**config.mk**
```make
export PLATFORM = sky130hd
export DESIGN_NAME = pwm_sequencer
export DESIGN_NICKNAME = d
export VERILOG_FILES = /design/src/rtl/pwm_pkg.sv /design/src/rtl/pwm_cfg_slot.sv /design/src/rtl/pwm_sequencer.sv
export SDC_FILE = /design/constraint.sdc
export NUM_CORES = 1
export LEC_CHECK = 0
export ABC_AREA = 1
export ABC_CLOCK_PERIOD_IN_PS = 3500
export CAP_MARGIN = 30
export CORE_ASPECT_RATIO = 0.9
export CORE_MARGIN = 4
export CORE_UTILIZATION = 30
export CTS_BUF_LIST = sky130_fd_sc_hd__clkbuf_4
export DETAILED_ROUTE_END_ITERATION = 7
export GPL_ROUTABILITY_DRIVEN = 0
export PLACE_DENSITY = 0.58
export SLEW_MARGIN = 20
export SYNTH_ARGS = -nofsm -noshare
export SYNTH_HDL_FRONTEND = slang
export SYNTH_SLANG_ARGS = --single-unit
```
**constraint.sdc**
```tcl
create_clock -name clk -period 3.5 [get_ports clk]
set_input_delay 0.35 -clock clk [delete_from_list [all_inputs] [get_ports clk]]
set_output_delay 0.35 -clock clk [all_outputs]
set_load 0.02 [all_outputs]
```
**src/rtl/pwm_pkg.sv**
```systemverilog
// Shared types and constants for the PWM sequencer.
//   pwm_state_e : sequencer state (IDLE: no active config, RUN: waveform running)
//   PWM_DEF_W   : default width of counter, period and duty fields
package pwm_pkg;

  localparam int unsigned PWM_DEF_W = 8;

  typedef enum logic [0:0] {
    IDLE = 1'b0,
    RUN  = 1'b1
  } pwm_state_e;

endpackage

```
**src/rtl/pwm_cfg_slot.sv**
```systemverilog
// One-entry valid/ready configuration buffer with a bypass output.
//   clk, rst   : clock, asynchronous active-low reset
//   i_valid    : configuration offered upstream
//   o_ready    : slot empty, offer is accepted this cycle
//   i_data     : offered configuration word
//   i_take     : consumer loads o_data this cycle (stored entry or bypassed offer)
//   o_pend     : a stored entry is waiting
//   o_valid    : stored entry or a same-cycle offer is available
//   o_data     : stored entry if present, otherwise the offered word
module pwm_cfg_slot #(
  parameter int unsigned W = 16
) (
  input  logic         clk,
  input  logic         rst,
  input  logic         i_valid,
  output logic         o_ready,
  input  logic [W-1:0] i_data,
  input  logic         i_take,
  output logic         o_pend,
  output logic         o_valid,
  output logic [W-1:0] o_data
);

  logic         r_valid;
  logic [W-1:0] r_data;
  logic         w_accept;

  assign o_ready  = ~r_valid;
  assign w_accept = i_valid & ~r_valid;
  assign o_pend   = r_valid;
  // An empty slot forwards the offer so a consumer can take it in the same cycle.
  assign o_valid  = r_valid | i_valid;
  assign o_data   = r_valid ? r_data : i_data;

  // A take always leaves the slot empty; a bypassed offer is never stored.
  always_ff @(posedge clk or negedge rst) begin
    if (!rst) begin
      r_valid <= 1'b0;
      r_data  <= '0;
    end else if (i_take) begin
      r_valid <= 1'b0;
    end else if (w_accept) begin
      r_valid <= 1'b1;
      r_data  <= i_data;
    end
  end

endmodule

```
**src/rtl/pwm_sequencer.sv**
```systemverilog
// PWM sequencer: tick-driven period counter with a one-entry config slot.
//   clk, rst        : clock, asynchronous active-low reset
//   ena             : global enable, low freezes counter and boundary logic
//   tick            : one counter step per strobe
//   cfg_valid/ready : configuration handshake (accepted regardless of ena)
//   cfg_period      : last counter value of a period (length cfg_period+1 ticks)
//   cfg_duty        : ticks per period with out high
//   out             : PWM waveform, combinational from state/counter/duty
//   period_done     : one-cycle pulse following each period wrap
// Build option: define PWM_RAMP_EN to ramp the active duty by one per boundary
// toward a newly applied duty instead of switching in one step.
module pwm_sequencer
  import pwm_pkg::*;
#(
  parameter int unsigned N = PWM_DEF_W
) (
  input  logic         clk,
  input  logic         rst,
  input  logic         ena,
  input  logic         tick,
  input  logic         cfg_valid,
  output logic         cfg_ready,
  input  logic [N-1:0] cfg_period,
  input  logic [N-1:0] cfg_duty,
  output logic         out,
  output logic         period_done
);

  pwm_state_e   r_state, w_state_nxt;
  logic [N-1:0] r_cnt, w_cnt_nxt;
  logic [N-1:0] r_period, w_period_nxt;
  logic [N-1:0] r_duty, w_duty_nxt;
  logic         r_pd;
`ifdef PWM_RAMP_EN
  logic [N-1:0] r_target, w_target_nxt;
`endif

  logic           w_take;
  logic           w_slot_pend;
  logic           w_slot_valid;
  logic [2*N-1:0] w_slot_data;
  logic [N-1:0]   w_new_period;
  logic [N-1:0]   w_new_duty;
  logic           w_boundary;

  pwm_cfg_slot #(
    .W(2 * N)
  ) u_slot (
    .clk    (clk),
    .rst    (rst),
    .i_valid(cfg_valid),
    .o_ready(cfg_ready),
    .i_data ({cfg_period, cfg_duty}),
    .i_take (w_take),
    .o_pend (w_slot_pend),
    .o_valid(w_slot_valid),
    .o_data (w_slot_data)
  );

  assign w_new_period = w_slot_data[2*N-1:N];
  assign w_new_duty   = w_slot_data[N-1:0];
  assign w_boundary   = (r_state == RUN) && ena && tick && (r_cnt == r_period);
  assign out          = (r_state == RUN) && (r_cnt < r_duty);
  assign period_done  = r_pd;

  // State register.
  always_ff @(posedge clk or negedge rst) begin
    if (!rst) r_state <= IDLE;
    else      r_state <= w_state_nxt;
  end

  // Next state, counter and config application.
  always_comb begin
    w_state_nxt  = r_state;
    w_cnt_nxt    = r_cnt;
    w_period_nxt = r_period;
    w_duty_nxt   = r_duty;
    w_take       = 1'b0;
`ifdef PWM_RAMP_EN
    w_target_nxt = r_target;
`endif
    case (r_state)
      IDLE: begin
        if (w_slot_pend) begin
          w_take       = 1'b1;
          w_state_nxt  = RUN;
          w_cnt_nxt    = '0;
          w_period_nxt = w_new_period;
`ifdef PWM_RAMP_EN
          w_duty_nxt   = '0;
          w_target_nxt = w_new_duty;
`else
          w_duty_nxt   = w_new_duty;
`endif
        end
      end
      RUN: begin
        if (w_boundary) begin
          w_cnt_nxt = '0;
          // Pending entry, or an offer arriving this very cycle, applies here.
          if (w_slot_valid) begin
            w_take       = 1'b1;
            w_period_nxt = w_new_period;
`ifdef PWM_RAMP_EN
            w_target_nxt = w_new_duty;
`else
            w_duty_nxt   = w_new_duty;
`endif
          end
`ifdef PWM_RAMP_EN
          // Step one unit toward the (possibly just updated) target.
          if (r_duty < w_target_nxt)      w_duty_nxt = r_duty + N'(1);
          else if (r_duty > w_target_nxt) w_duty_nxt = r_duty - N'(1);
`endif
        end else if (ena && tick) begin
          w_cnt_nxt = r_cnt + N'(1);
        end
      end
      default: w_state_nxt = IDLE;
    endcase
  end

  // Datapath registers.
  always_ff @(posedge clk or negedge rst) begin
    if (!rst) begin
      r_cnt    <= '0;
      r_period <= '0;
      r_duty   <= '0;
      r_pd     <= 1'b0;
`ifdef PWM_RAMP_EN
      r_target <= '0;
`endif
    end else begin
      r_cnt    <= w_cnt_nxt;
      r_period <= w_period_nxt;
      r_duty   <= w_duty_nxt;
      r_pd     <= w_boundary;
`ifdef PWM_RAMP_EN
      r_target <= w_target_nxt;
`endif
    end
  end

endmodule

```
==> results, run 1 <==
- The startpoint class of the critical path is a register.
- In this run, CTS created clock tree buffers numbering 5.
- The synthesized design contains 43 register bits.
- The clock latency on the worst-skew pair is about 360 ps.
- The number of enable-type register cells in the synthesized netlist is 0.
- The power density over cell area is about 630 mW/mm2.
- Walking the worst path, the cells encountered are ha_1 -> a21oi_1 -> nor2_1 -> a211oi_1 -> o21ai_0 -> nor2_1 -> clkdlybuf4s50_1.
- At the worst endpoint, the required time is between 3000 and 4000 ps.
- The worst pin sits at a relative slew slack of a little over three fifths.
- The final-report max-slew violation count is 0.
- The total of endpoints with negative setup slack in the final report is 0.
- The sum of overflow across all layers after global routing is 0.
- The clock passes through at most 2 buffers.
- The area growth from synthesis to layout is 17.7%.
- The CTS tree is built.
- The post-synthesis sequential area ratio is between 40% and 50%.
- For this design, the sink count on the clock tree is 43.
- The count of buffers added by post-CTS timing repair for setup is 0.
- The post-route clock period utilization is 76.7%.
- The first detailed-routing pass took 4 iterations.
- Yosys mapped the design onto 27 distinct sky130hd cell types.
- The setup skew after layout is ~9.7 ps.
- The vias per cell is roughly 4.5.
- The setup check on the worst reg-to-reg path leaves a slack of 1500 ps.
- The floorplan has 30 rows.
- The placed instances occupy a cell area of around 0.0026 mm2.
- The critical path ends at out.
- The post-synthesis cell type with the largest combined area is sky130_fd_sc_hd__dfrtp_1.
- Clock-pin slew was measured on the worst setup and hold paths at between 100 and 150 ps.
- STA classifies the critical path endpoint as a primary output.
- In the synthesized netlist, the cells that appear most often are sky130_fd_sc_hd__nand2_1, sky130_fd_sc_hd__dfrtp_1, sky130_fd_sc_hd__inv_1, sky130_fd_sc_hd__o21ai_0, sky130_fd_sc_hd__nand3_1.
- The number of design rule violations left after detail routing is 0.
- The multi-input combinational cells in the finished layout cover a total of approximately 0.0010 mm2.
- The core region is approximately 0.0075 mm2.
- The HPWL after detailed placement is 3750 um.
- Dividing the detail-routed wire length by the instance count gives 12.1 um.
- After routing the design area is between 0.002 and 0.003 mm2.
- The post-synthesis async set-or-reset flop share is 100%.
- The number of antenna violations at the first check in global routing was 0.
- Entering global routing, the biggest net connects 36 pins.
- The most frequently used cell type in the post-synthesis netlist is sky130_fd_sc_hd__nand2_1.
- In the global route stage, overall resource usage came out at roughly an eighth.
- Fill cells in the final layout number approximately 800.
- In this run the clock root is driven by a sky130_fd_sc_hd__clkbuf_4.
- The leakage power of the design is around 1.4 nW.
- The count of buffers added on input and output ports is 23.
- Of all nets on the critical path, the largest fanout is 5.
- The setup TNS is 0 ps.
- At the pin with the least slew margin, the transition time is approximately 560 ps.
- In this run the count of I/O pins placed on the die edge is 24.
- In the post-synthesis netlist, the biggest area contributors are sky130_fd_sc_hd__dfrtp_1, sky130_fd_sc_hd__nand2_1, sky130_fd_sc_hd__o21ai_0, sky130_fd_sc_hd__inv_1, sky130_fd_sc_hd__nand3_1.
- The number of maximum-capacitance constraint violations is 0.
- The H-tree was split into 2 levels.
- The peak clock frequency supported by timing is roughly 370 MHz.
- Once the floorplan was initialized, standard cells occupied 30.9% of the core.
- The critical path arrival is around 2300 ps.
- The largest individual stage delay along the critical path comes from the cell sky130_fd_sc_hd__clkdlybuf4s50_1.
- In this run the critical register-to-register path is captured at r_duty[3].
- The remaining antenna violation count after routing is 0.
- Cells with a size suffix above 1 make up just under 6% of the layout.
- The worst setup path is of the register to primary output kind.
- The floorplan step defined a die boundary enclosing around 0.0093 mm2.
- The via count of the first global-routing pass is 1857.
- The post-synth net total is between 300 and 400.
- The iteration-0 DRC count of the detailed router is around 120.
- The hold violation total from the final report is 0.
- The average instance in the mapped netlist occupies between 7 and 8 um2.
- After synthesis, the largest area contributor takes up a little under half of total cell area.
- The most used flip-flop cell after synthesis is sky130_fd_sc_hd__dfrtp_1.
- Summing every instance area after synthesis gives ~0.0023 mm2.
- For this run, the slowest stage of the critical path takes around 620 ps.
- The worst register-to-register path has a depth of 8.
- Setup repair after global routing left no endpoint under its margin.
- The count of mapped cells out of synthesis is between 300 and 400.
- The number of antenna diodes in the final layout is 0.
- The storage element area is around 0.0011 mm2.
- The die extent in y is about 92 um.
- The via count of the routed design is about 1900.
- The worst voltage drop across the vdd grid is between 0.0002 and 0.00025 V.
- Wires add up to between 5000 and 6000 um.
- The width of the chip is a little over 100 um.
- By instance count, the cell type seen most on the critical path is sky130_fd_sc_hd__nor2_1.
- The type of the worst min-delay path is input port to asynchronous set/reset pin.
- The flow ran to the end, and the final reports show no timing, DRC or antenna violations.
- The source of the worst register-to-register timing path is r_cnt[3].
- In this run the worst setup path begins at r_cnt[5].
- In the final design database the tool counted 357 nets.
- The time the worst path needs with I/O delays and setup is between 2000 and 3000 ps.
- The first global-routing pass estimated between 8000 and 9000 um of wire.
- The count of yosys warnings during synthesis is 0.
-- cell type report --
cell class                      count  share of cell area, %
Timing Repair Buffer               29                   10.5
Inverter                           44                   6.02
Multi-Input combinational cell    205                   37.1
Sequential cell                    43                   39.2
Clock inverter                      2                   1.37
Tap cell                           96                   4.38
Clock buffer                        5                   1.37
-- critical path: cells and delay by family (launching register included) --
| kind | cells | cell delay, ps |
|---|---|---|
| AND/OR/NAND/NOR | 2 | 170 |
| adder cells (fa/ha/maj) | 1 | 330 |
| buffers and inverters | 1 | 620 |
| flip-flops | 1 | 460 |
| AO/OA/AOI/OAI | 3 | 410 |
-- sequential cells by signal, summed over array words and instances, names as in the netlist --
name           cells
u_slot.r_data     16
r_cnt              8
r_duty             8
r_period           8
period_done        1
r_state            1
u_slot.o_pend      1
-- cell usage in the layout, fill, tap and decap left out, types with 2 or more instances in the layout --
| master | count |
|---|---|
| sky130_fd_sc_hd__a211oi_1 | 3 |
| sky130_fd_sc_hd__a21oi_1 | 10 |
| sky130_fd_sc_hd__buf_4 | 3 |
| sky130_fd_sc_hd__clkbuf_4 | 5 |
| sky130_fd_sc_hd__clkdlybuf4s50_1 | 22 |
| sky130_fd_sc_hd__dfrtp_1 | 43 |
| sky130_fd_sc_hd__ha_1 | 8 |
| sky130_fd_sc_hd__inv_1 | 43 |
| sky130_fd_sc_hd__nand2_1 | 88 |
| sky130_fd_sc_hd__nand2_2 | 2 |
| sky130_fd_sc_hd__nand3_1 | 27 |
| sky130_fd_sc_hd__nand4_1 | 3 |
| sky130_fd_sc_hd__nor2_1 | 13 |
| sky130_fd_sc_hd__o21ai_0 | 36 |
| sky130_fd_sc_hd__xnor2_1 | 3 |
| sky130_fd_sc_hd__xor2_1 | 3 |
-- what timing repair did --
action	CTS	global route
setup endpoints to repair	0	0
resized for setup	0	0
hold buffers	1	0
endpoints found under the hold margin	19	0
-- routing by layer --
metal	wire [um]	global-route usage [%]	vias to the layer above
li1	-	-	1011
met3	218	3.65	6
met4	42	2.33	0
met5	0	0	-
met2	2110	16.9	29
met1	2770	18.0	882
-- report_power, final --
group,switching (mW),total (mW),internal (mW),leakage [nW]
registers,0.158,0.835,0.677,0.531
clock network,0.163,0.309,0.146,0.0373
logic,0.315,0.582,0.267,0.829
total,0.637,1.73,1.09,1.40
-- through the flow --
stage               util [%]  hold WS (ps)  setup WS (ps)  total power, mW  instances
global placement        34.8           462           1200             1.40        414
detailed placement      35.1           357           1140             1.43        415
finish                  36.4           476            816             1.73        424
CTS                     36.2           495            778             1.74        423
floorplan                  -          54.4           1740             1.24        304
global route            36.4           517            669             1.89        424
-- cells by family after synthesis --
| logic type | share of synthesized area [%] |
|---|---|
| compound gates | 12.0 |
| xor+xnor | 2.25 |
| fa+ha+maj | 4.29 |
| simple gates | 25.1 |
| buf+inv | 10.2 |
| flops | 46.1 |
-- worst min-delay path by stage --
stage                   start          endpoint  cells past startpoint
floorplan                 rst       period_done                      0
global placement    r_duty[3]         r_duty[3]                      2
detailed placement        rst           r_state                      1
CTS                       rst  u_slot.r_data[2]                      2
global route              rst  u_slot.r_data[2]                      2
finish                    rst  u_slot.r_data[3]                      2
Power figures use the tool's default switching activity.
==> run 2, diff against run 1 <==
--- a/config.mk
+++ b/config.mk
@@ -6,7 +6,7 @@
 export NUM_CORES = 1
 export LEC_CHECK = 0
 export ABC_AREA = 1
-export ABC_CLOCK_PERIOD_IN_PS = 3500
+export ABC_CLOCK_PERIOD_IN_PS = 2350
 export CAP_MARGIN = 30
 export CORE_ASPECT_RATIO = 0.9
 export CORE_MARGIN = 4
@@ -14,7 +14,7 @@
 export CTS_BUF_LIST = sky130_fd_sc_hd__clkbuf_4
 export DETAILED_ROUTE_END_ITERATION = 7
 export GPL_ROUTABILITY_DRIVEN = 0
-export PLACE_DENSITY = 0.58
+export PLACE_DENSITY = 0.59
 export SLEW_MARGIN = 20
 export SYNTH_ARGS = -nofsm -noshare
 export SYNTH_HDL_FRONTEND = slang
==> constraint.sdc (replaced) <==
create_clock -name clk -period 2.35 [get_ports clk]
set_input_delay 0.235 -clock clk [delete_from_list [all_inputs] [get_ports clk]]
set_output_delay 0.235 -clock clk [all_outputs]
set_load 0.02 [all_outputs]
==> run 2 against run 1 <==
  * First-iteration DRC count shrank 40%
  * Core utilization decreased by 0.083 points
  * Non-clock buffer count is 2 higher
  * Total power grew 49%
  * Register-to-register slack got worse by 1000 ps
  * Via count decreased by 0.73%
==> results, run 2 (synthesis gave the netlist of run 1 again) <==
- From synthesis to final layout, the design area changed by 17.4%.
- The number of standard cells in the final layout excluding fillers is 426 (+0.47%).
- The hold violation total from the final report is 0 (unchanged).
- The net total in the final layout was 359 (+0.56%).
- The overall power is 2.57 mW (+49%).
- Traced cell by cell, the critical path runs through ha_1 -> a21oi_1 -> nor2_1 -> a211oi_1 -> o21ai_0 -> nor2_1 -> clkbuf_2.
- The die extent in y is 91.6 um (unchanged).
- The first-pass GRT wire length is 8840 um (-0.16%).
- The TritonCTS buffer count is 5 (unchanged).
- The combinational group share of total power is 33.6% (about the same).
- The slew of the pin with the lowest slew margin is 438 ps (-121 ps).
- The root buffer selected by CTS is sky130_fd_sc_hd__clkbuf_4.
- The run finished with clean final reports.
- On the critical path, the stage with the largest delay is an instance of sky130_fd_sc_hd__dfrtp_1.
- The clock-pin slew of the registers on the worst-case setup and hold paths came to 140 ps (about the same).
- In the layout the commonest cells are sky130_fd_sc_hd__nand2_1, sky130_fd_sc_hd__inv_1, sky130_fd_sc_hd__dfrtp_1.
- The maximum fanout along the worst path is 5 (unchanged).
- Counting I/O delays and the setup requirement, the final critical path takes 2130 ps.
- The critical path arrival was 1900 ps (-430 ps).
- The number of iterations in the first detailed-routing pass is 4 (unchanged).
- The deepest level of the CTS H-tree is 2 (unchanged).
- The combined buffer and inverter count along the critical path is 1 (unchanged).
- The CTS tree is built.
- The total detailed-routing wirelength is 5190 um (+1.1%).
- The number of flip-flops under the largest register name is 16 (unchanged).
- The cell that appears most often on the critical path is sky130_fd_sc_hd__nor2_1.
- The power density over cell area came to 940 mW/mm2 (+49%).
- The iteration-0 DRC count of the detailed router was 73 (-40%).
- The clock power share came to 18.5% (+0.6 points).
- The peak clock frequency supported by timing is between 400 and 500 MHz.
- The via count of the routed design came to 1914 (-0.73%).
- The most common library cell in the layout ignoring fill and taps is sky130_fd_sc_hd__nand2_1.
- The clock latency on the worst-skew pair is 360 ps (about the same).
- The remaining antenna violation count after routing is 0 (unchanged).
- The pin count of the biggest net entering global routing is 35 (-2.8%).
- The worst voltage drop across the vdd grid is 0.000360 V (+46%).
- The number of antenna violations at the first check in global routing is 0 (unchanged).
- The power spent charging and discharging nets is 960 uW (+51%).
- The HPWL reported at the end of detailed placement is 3860 um (+2.7%).
- The part of the total power dissipated in sequential elements is 48.0% (-0.4 points).
- The instance count after placement with tap cells included was 418 (+0.72%).
- The number of I/O pins is 24 (unchanged).
- The core box area is 0.00754 mm2 (unchanged).
- The total inserted antenna cells is 0 (unchanged).
- The highest cell delay on the worst timing path is 450 ps (-170 ps).
- The critical path capture point type is a primary output.
- The final critical path takes up between 90 and 100% of the cycle.
- The switching part of the total is 37.3% (+0.46 points).
- The total of endpoints with negative setup slack in the final report is 0 (unchanged).
- More flip-flops sit in one register than any other, and that register is u_slot.r_data.
- The number of clock sinks seen by CTS is 43 (unchanged).
- The number of design rule violations left after detail routing came to 0 (unchanged).
- The tightest min-delay check is of the input port to asynchronous set/reset pin type.
- The average wire length per cell after detail routing is 12.2 um (+0.62%).
- The vias per cell is 4.49 (-1.2%).
- The dominant delay contributor by cell family on the critical path is flip-flops.
- The clock tree buffer depth was 2 (unchanged).
- The number of maximum-capacitance constraint violations is 0 (unchanged).
- The initial core utilization is 30.9% (unchanged).
- The leakage power of the design was 1.40 nW (+0.23%).
- STA classifies the critical path startpoint as a register.
- The setup TNS is 0 ps (unchanged).
- The die outline area is 0.00925 mm2 (unchanged).
- The count of buffers added by post-CTS timing repair for setup is 0 (unchanged).
- The proportion of layout cells with a drive suffix above 1 is 6.67% (+0.87 points).
- The global router's overall resource usage is 12.1% (+0.097 points).
- The count of port buffers added during placement came to 23 (unchanged).
- The final core utilization is 36.3% (-0.083 points).
- The count of standard-cell rows is 30 (unchanged).
- The sum of overflow across all layers after global routing is 0 (unchanged).
- The via count of the first global-routing pass was 1888 (+1.7%).
- The cell internal power dissipation came to 1.61 mW (+48%).
- The width of the chip is 101 um (unchanged).
- By startpoint and endpoint, the worst setup path is classified as register to primary output.
- The final-report max-slew violation count came to 0 (unchanged).
- Setup repair after global routing left no endpoint under its margin.
- The required time at the endpoint of the critical path was 2120 ps (-1030 ps).
- The setup skew after layout is 22.1 ps (+12.4 ps).
- The worst slew margin relative to its limit is 70.8% (+8.1 points).
[run 2: changes by cell type in the layout (fill, tap and decap cells not counted), sizes merged]
cell	previous run	this run
buf	6	8
clkbuf	5	6
clkdlybuf4s50	22	21
[run 2: repair_timing]
item / in CTS / in global routing
endpoints found under the setup margin: 1 / 1
hold buffers: 1 / 0
endpoints found under the hold margin: 14 / 0
gates cloned: 0 / 0
resized for setup: 1 / 2
[run 2: stage by stage]
step / cell area (um2) / setup WS (ps) / hold WS, ps
finish: 2740 / 216 / 319
global route: 2740 / 95.2 / 359
CTS: 2740 / 30.0 / 344
detailed placement: 2660 / 175 / 202
global placement: 2660 / 223 / 196
floorplan: 2330 / 703 / -60.6
[run 2: cell type report]
class	instances	area (um2)
inverter	44	165
fill	795	4810
timing repair buffer	31	283
clock buffer	5	37.5
multi-input combinational	205	1020
clock inverter	2	37.5
tap	96	120
sequential	43	1080
[run 2: metal layers]
layer,global-route usage (%),routed length (um),up-vias
met4,3.77,59,0
met3,2.97,276,8
li1,-,-,1014
met5,0,0,-
met1,17.3,2660,850
met2,17.8,2200,42
[run 2: worst reg2reg max path: stages, from the launching register on]
cell and delay [ps]:
sky130_fd_sc_hd__dfrtp_1 550, sky130_fd_sc_hd__nand3_2 170, sky130_fd_sc_hd__clkinv_1 100, sky130_fd_sc_hd__nand3_1 90, sky130_fd_sc_hd__nor2_2 100, sky130_fd_sc_hd__nand2_2 130
sky130_fd_sc_hd__nand2_2 280, sky130_fd_sc_hd__buf_4 240, sky130_fd_sc_hd__nand3_1 100, sky130_fd_sc_hd__nand2_1 80
[run 2: final timing paths]
check,from,end,slack [ps],depth (start not counted)
hold / removal,rst,r_cnt[7],320,2
setup reg to reg,r_state,r_period[0],470,9
max in group asynchronous,rst,r_cnt[3],1440,3
min in group clk,cfg_period[4],u_slot.r_data[12],430,3
hold reg to reg,r_duty[1],r_duty[1],480,2
setup / recovery,r_cnt[5],out,220,7
[run 2: power groups by stage]
stage	logic [mW]	clock network, mW	registers (mW)
global route	1.03	0.518	1.27
global placement	0.851	0	1.23
detailed placement	0.880	0	1.25
floorplan	0.662	0	1.18
finish	0.864	0.475	1.23
CTS	0.880	0.488	1.23
